File: src/rtl/alu_seq.sv
// Handshaked execute-stage ALU: add/sub/logic/shift in one cycle, registered result and flags.
// Optional iterative signed multiply (opcode 00110) built only when ALU_MUL_EN is defined.
module alu_seq #(
    parameter  int unsigned WIDTH = 32,
    localparam int unsigned SHW   = $clog2(WIDTH)
) (
    input  logic             clock,
    input  logic             reset,
    input  logic             in_valid,
    output logic             in_ready,
    input  logic [WIDTH-1:0] data_operandA,
    input  logic [WIDTH-1:0] data_operandB,
    input  logic [4:0]       ctrl_ALUopcode,
    input  logic [SHW-1:0]   ctrl_shiftamt,
    output logic             out_valid,
    input  logic             out_ready,
    output logic [WIDTH-1:0] data_result,
    output logic             isNotEqual,
    output logic             isLessThan,
    output logic             overflow
);

`ifdef ALU_MUL_EN
    localparam int unsigned W2 = 2 * WIDTH;
    typedef enum logic [1:0] {IDLE, MUL, FIX} state_t;
`else
    typedef enum logic [0:0] {IDLE} state_t;
`endif

    state_t           state_q, state_d;
    logic             accept;
    logic             is_mul;
    logic [WIDTH-1:0] sum_c, diff_c, alu_res_c;
    logic             add_ovf_c, sub_ovf_c, alu_ovf_c, defined_c, lt_c;

    assign in_ready = (state_q == IDLE) && (!out_valid || out_ready);
    assign accept   = in_valid && in_ready;

    // Single-cycle datapath; less-than uses the true sign of A-B so it survives overflow
    always_comb begin
        sum_c     = data_operandA + data_operandB;
        diff_c    = data_operandA - data_operandB;
        add_ovf_c = (data_operandA[WIDTH-1] == data_operandB[WIDTH-1]) &&
                    (sum_c[WIDTH-1] != data_operandA[WIDTH-1]);
        sub_ovf_c = (data_operandA[WIDTH-1] != data_operandB[WIDTH-1]) &&
                    (diff_c[WIDTH-1] != data_operandA[WIDTH-1]);
        lt_c      = diff_c[WIDTH-1] ^ sub_ovf_c;
        alu_res_c = '0;
        alu_ovf_c = 1'b0;
        defined_c = 1'b1;
        case (ctrl_ALUopcode)
            5'b00000: begin alu_res_c = sum_c;  alu_ovf_c = add_ovf_c; end
            5'b00001: begin alu_res_c = diff_c; alu_ovf_c = sub_ovf_c; end
            5'b00010: alu_res_c = data_operandA & data_operandB;
            5'b00011: alu_res_c = data_operandA | data_operandB;
            5'b00100: alu_res_c = data_operandA << ctrl_shiftamt;
            5'b00101: alu_res_c = $unsigned($signed(data_operandA) >>> ctrl_shiftamt);
            default:  defined_c = 1'b0;
        endcase
    end

`ifdef ALU_MUL_EN
    logic [W2-1:0]    acc_q, ma_q, prod_c;
    logic [WIDTH-1:0] mb_q, abs_a_c, abs_b_c;
    logic [SHW-1:0]   cnt_q;
    logic             sign_q, mul_ne_q, mul_lt_q, mul_ovf_c;

    assign is_mul    = (ctrl_ALUopcode == 5'b00110);
    assign abs_a_c   = data_operandA[WIDTH-1] ? (WIDTH'(0) - data_operandA) : data_operandA;
    assign abs_b_c   = data_operandB[WIDTH-1] ? (WIDTH'(0) - data_operandB) : data_operandB;
    assign prod_c    = sign_q ? (W2'(0) - acc_q) : acc_q;
    assign mul_ovf_c = prod_c[W2-1:WIDTH] != {WIDTH{prod_c[WIDTH-1]}};

    // Radix-2 shift-add on unsigned magnitudes; sign is reapplied in FIX
    always_ff @(posedge clock) begin
        if (reset) begin
            acc_q    <= '0;
            ma_q     <= '0;
            mb_q     <= '0;
            cnt_q    <= '0;
            sign_q   <= 1'b0;
            mul_ne_q <= 1'b0;
            mul_lt_q <= 1'b0;
        end else if (accept && is_mul) begin
            acc_q    <= '0;
            ma_q     <= {{WIDTH{1'b0}}, abs_a_c};
            mb_q     <= abs_b_c;
            cnt_q    <= '0;
            sign_q   <= data_operandA[WIDTH-1] ^ data_operandB[WIDTH-1];
            mul_ne_q <= data_operandA != data_operandB;
            mul_lt_q <= lt_c;
        end else if (state_q == MUL) begin
            if (mb_q[0]) begin
                acc_q <= acc_q + ma_q;
            end
            ma_q  <= ma_q << 1;
            mb_q  <= mb_q >> 1;
            cnt_q <= cnt_q + SHW'(1);
        end
    end
`else
    assign is_mul = 1'b0;
`endif

    always_ff @(posedge clock) begin
        if (reset) begin
            state_q <= IDLE;
        end else begin
            state_q <= state_d;
        end
    end

    always_comb begin
        state_d = state_q;
        case (state_q)
            IDLE: if (accept && is_mul) state_d = state_t'(1);
`ifdef ALU_MUL_EN
            MUL:  if (cnt_q == SHW'(WIDTH - 1)) state_d = FIX;
            FIX:  state_d = IDLE;
`endif
            default: state_d = IDLE;
        endcase
    end

    // Output register: a same-edge load wins over the drain
    always_ff @(posedge clock) begin
        if (reset) begin
            out_valid   <= 1'b0;
            data_result <= '0;
            isNotEqual  <= 1'b0;
            isLessThan  <= 1'b0;
            overflow    <= 1'b0;
        end else begin
            if (out_valid && out_ready) begin
                out_valid <= 1'b0;
            end
            if (accept && !is_mul) begin
                out_valid   <= 1'b1;
                data_result <= alu_res_c;
                overflow    <= alu_ovf_c;
                isNotEqual  <= defined_c && (data_operandA != data_operandB);
                isLessThan  <= defined_c && lt_c;
            end
`ifdef ALU_MUL_EN
            if (state_q == FIX) begin
                out_valid   <= 1'b1;
                data_result <= prod_c[WIDTH-1:0];
                overflow    <= mul_ovf_c;
                isNotEqual  <= mul_ne_q;
                isLessThan  <= mul_lt_q;
            end
`endif
        end
    end

endmodule
File: config.mk
export PLATFORM = sky130hd
export DESIGN_NAME = alu_seq
export DESIGN_NICKNAME = d
export VERILOG_FILES = /design/src/rtl/alu_seq.sv
export SDC_FILE = /design/constraint.sdc
export NUM_CORES = 1
export LEC_CHECK = 0
export ABC_AREA = 1
export ABC_CLOCK_PERIOD_IN_PS = 5700
export BUFFER_PORTS_ARGS = -buffer_cell sky130_fd_sc_hd__buf_2
export CAP_MARGIN = 25
export CORE_ASPECT_RATIO = 0.5
export CORE_UTILIZATION = 35
export DETAILED_ROUTE_END_ITERATION = 16
export GPL_TIMING_DRIVEN = 0
export MAX_ROUTING_LAYER = met4
export PLACE_DENSITY_LB_ADDON = 0.1
export SLEW_MARGIN = 20
export SYNTH_ARGS = -nofsm -noshare
export SYNTH_HDL_FRONTEND = slang
export SYNTH_SLANG_ARGS = --single-unit
File: constraint.sdc
create_clock -name clock -period 5.7 [get_ports clock]
set_clock_uncertainty 0.2 [all_clocks]
set_input_delay 0.855 -clock clock [delete_from_list [all_inputs] [get_ports clock]]
set_output_delay 0.855 -clock clock [all_outputs]
set_load 0.02 [all_outputs]
* After elaboration in Yosys (flattened, before gate mapping)
Cells that the tools add are included.
** Word-level totals
- Flip-flop bits (word level) :: 36
- Input port bits :: 78
- Logic and storage cells :: 38
** Operators by class
- Add/sub/neg operators :: 2
- Equality and inequality tests :: 10
- Shift-type cells :: 2
- Mux-type cells :: 5
- Bitwise logic cells :: 3
- Reduce and logical (&&, ||, !) cells :: 11
** Operators with widths (count)
- case mux 32 bit (6 select lines) :: 1
- adder 32 bit :: 1
- AND 32 bit :: 1
- != test 32 bit :: 1
- bitwise OR 32 bit :: 1
- << shifter 32 x 5 -> 32 bit :: 1
- >>> shifter 32 x 5 -> 32 bit :: 1
- subtractor 32 bit :: 1
- == test 5 x 2 -> 1 bit, second input constant :: 2
- == test 5 x 3 -> 1 bit, second input constant :: 2
- logical AND 1 bit :: 6
- OR reduction 6 bit :: 1
- == test 5 x 1 -> 1 bit, second input constant :: 1
- logical NOT 5 bit :: 1
- 2-to-1 mux 1 bit :: 3
- != test 1 bit :: 3
- case mux 1 bit (2 select lines) :: 1
- nonzero test 2 bit :: 1
- == test 1 bit :: 1
- logical NOT 1 bit :: 1
- logical OR 1 bit :: 1
- bitwise XOR 1 bit :: 1

* Logic depth before layout (Yosys ltp)
- Depth after elaboration :: 5
- Gate-level depth with buffers :: 21
- Mapped depth without buffers :: 20

* Worst setup path before layout
Ideal clock, no wire load.
- Path type :: input -> register
- Start :: input port data_operandA[24]
- End :: register data_result[31]
- Data arrival time :: 3.074 ns
- Data required time :: 5.366 ns
- Path slack :: 2.292 ns
- Cell stages on the path :: 20
- Cell sequence :: inv_1 ha_1 buf_6 nor2_1 inv_1 nor2_1 inv_1 nor2_1 and2_1 nand2_1 nand2_1 a31oi_1 fa_1 o21ai_0 nor2_1 o21ai_1 nor2_1 nand3_1 nand2_1 a21oi_1
** On the way
- Longest elaborated chain between the ends :: 2
** RTL lines
- start: declaration :: line 11 : input logic [WIDTH-1:0] data_operandA,
- subtractor 32 bit, or another cell as far along :: line 42 : diff_c = data_operandA - data_operandB;
- case mux 32 bit (6 select lines) (*) :: line 51 : case (ctrl_ALUopcode)
- end signal: assignment :: line 139 : data_result <= alu_res_c;
- end: declaration :: line 17 : output logic [WIDTH-1:0] data_result,
Every way passes the cells marked *; elsewhere a longest branch is shown, timed or not.
A chain may end at the register's enable or synchronous reset.

* Worst setup path after layout
- Start :: input port data_operandA[1]
- End :: register data_result[31]
The elaborated chain is that of the path after synthesis.

==> metrics <==
Critical Path AT=about 4.2 ns; total vias in the final route=between 10000 and 15000; Max Slew Vio Count=0; Worst Hold Path EP=data_result[5]; Final nets=between 2000 and 2500; sw frac=0.549; Max Freq=234 MHz; worst flop-to-flop path startpoint=out_valid; Worst Hold Class=reg2reg; commonest non-fill, non-tap cells in the layout=673 x nand2_1, 441 x nand3_1, 284 x inv_1, 157 x buf_2, 118 x nor2_1; reg2reg end=data_result[25]; fillers=about 3800; drt drc=0; via/cell ratio=roughly 5.6; TritonRoute pass-1 iters=6; I/O pin count=~120; commonest non-fill, non-tap cell in the layout=nand2_1; VDD IR max=roughly 0.00011 V; number of setup buffers added after CTS=0; placed insts=~2700; status=finished clean; Critical Path Source Type=primary input; Mapped Cells=2129; hold_buf cts=0; vias in the first global route=13396; H-Tree Depth=2; area leader, netlist=nand2_1; Core Footprint=0.0317 sq mm; first-pass GRT wire length=just over 90000 microns; GRT overflow=0; pin count of the biggest net entering global routing=11; post-synth top area share=0.224; Post-Layout Cell Count=about 2700; register area share after synthesis=0.0639; row count=46; R2R setup slack=approximately 3.7 ns; Finished Core Util=0.395; final hold vios=0; P per Cell Area=approximately 130 mW/mm^2; Top FF cell, synth=dfxtp_1; Port Buffer Count=110; yosys warns=0; setup tns final=0 ns; Skew-Pair Late Insertion Delay=between 0.2 and 0.3 ns; Period Utilization, post-route=0.751; Max Root-Sink Buffers=2; Static Leak=a little under 7 nW; Avg Inst Size Synth=roughly 5.3 sq um; CP top delay family=simple AND/OR/NAND/NOR gates; Finish-stage setup viols=0; P_int=0.000741 W; Crit. End Element=flop; overall power=between 0.0015 and 0.002 W; Synth Cell Area=0.0113 sq mm; Rel. slew slack=0.397; Hold Path Cell Cnt=2; ys async rst share=0; reg2reg path depth=6; Antenna Nets Post-Route=0; clock share of power=0.171; syn nets=around 2300; Hold Startpoint=data_result[5]; post-synth cell types=52; WL/cell=between 20 and 25 microns; Initial Util=0.356; Worst-path clk slew=0.05 ns; CP bufs+invs=2; delay of the slowest critical-path stage=about 0.57 ns; Post-synth EDFFs=0; measured slew at the worst slew-check pin=around 0.89 ns; unrepaired setup endpoints after global routing=no; initial drt markers=about 2000; Flop pwr share=0.160; top cells by area, synth=nand2_1 22%, nand3_1 20%, ha_1 12%, inv_1 9.5%, dfxtp_1 6.4%; CTS Root Cell=clkbuf_16; critical path fanouts, max=6; Critical Path RT=5.65 ns; Comb power frac=0.670; Inserted Clock Buffers=5; routability congestion estimate=approximately 1.0; Routed WL=around 63000 microns; Tmin final=between 4 and 5 ns; Tot GR Track Use=0.389; Sw Pwr=0.000903 W; Max-cap violations=0; Die Y-Extent=around 130 microns; CP Cell Sequence=buf_2, inv_1, ha_1, nor2_1, nand2_1, nand3_1, nand2_1, nand3_2, nand2_1, nand2_1, a31oi_1, fa_1, o21ai_0, nor2_1, o21ai_1, nor2_1, nand3_1, nand2_1, a21oi_1; # clock sinks=36; CTS tree=done; area grow syn2layout=11.0%; post-cts resize count=0; die area=roughly 0.033 sq mm; Detailed Place HPWL=54000 microns; worst setup path class=in2reg; Die W=~260 microns; layout cell share with drive strength beyond 1=0.120; slowest library cell on the worst path=fa_1; final hold slack=0.263 ns; synthesized flop and latch total=36; initial antenna violation count=1; cell mode on critical path=nand2_1
==> cell families (layout without fill, tap and decap cells) <==
family,after synthesis,after routing,share of synthesized area
AND/OR/NAND/NOR,1339,1339,0.527
buffers and inverters,401,519,0.162
AO/OA/AOI/OAI,237,237,0.118
adder cells (fa/ha/maj),111,111,0.125
flip-flops,36,36,0.0639
XOR/XNOR,5,5,0.00388
other,0,1,0
==> sequential cells by signal (all words and copies together) (netlist names) <==
name         count
isLessThan       1
data_result     32
out_valid        1
isNotEqual       1
overflow         1
==> tightest hold or removal path, cell delays in order, from the launching register on <==
cell     delay, ns
dfxtp_1       0.30
nand2_1       0.06
a21oi_1       0.05
==> stage by stage <==
step | setup slack, ns | instance area [sq um]
global placement | 1.25 | 12400
global route | 1.18 | 12500
floorplan | 2.29 | 11300
detailed placement | 1.26 | 12400
CTS | 1.54 | 12500
finish | 1.42 | 12500
==> layer usage <==
layer / vias up / routed length [microns] / GRT usage
met5: - / 0 / -
met4: 0 / 1200 / 0.0616
met3: 61 / 6750 / 0.0857
met2: 723 / 24600 / 0.540
met1: 7033 / 30900 / 0.569
li1: 7110 / - / -
==> synthesized netlist by cell type, types with 16 or more instances <==
| cell | instances |
|---|---|
| a21oi_1 | 117 |
| buf_2 | 47 |
| buf_6 | 21 |
| clkbuf_1 | 16 |
| dfxtp_1 | 36 |
| ha_1 | 108 |
| inv_1 | 284 |
| nand2_1 | 673 |
| nand3_1 | 441 |
| nand4_1 | 22 |
| nor2_1 | 118 |
| o21ai_0 | 54 |
| o21ai_1 | 16 |
==> layout make-up <==
type,count,area (sq um),area share
multi-input cells,1692,8730,0.698
flip-flops and latches,36,721,0.0576
repair buffers,110,551,0.0440
inverters,292,1100,0.0882
diodes,1,2.50,0.000200
well taps,432,541,0.0432
plain buffers,109,719,0.0575
clock buffers,8,146,0.0117
==> worst max path at each step <==
stage | startpoint | to | slack (ns) | depth (start not counted)
2_1_floorplan | data_operandA[24] | data_result[31] | 2.29 | 20
3_3_place_gp | data_operandA[5] | data_result[31] | 1.25 | 20
3_5_place_dp | data_operandA[1] | data_result[31] | 1.26 | 19
4_1_cts | data_operandA[20] | data_result[31] | 1.54 | 20
5_1_grt | data_operandA[14] | data_result[31] | 1.18 | 22
6_report | data_operandA[1] | data_result[31] | 1.42 | 19
==> power by group through the flow <==
stage               registers, W  logic [W]  clock network [W]
floorplan               0.000277   0.000657                  0
global placement        0.000268    0.00106                  0
detailed placement      0.000268    0.00105                  0
CTS                     0.000262    0.00106           0.000284
global route            0.000263    0.00118           0.000295
finish                  0.000262    0.00110           0.000280
(Power assumes the default switching activity.)
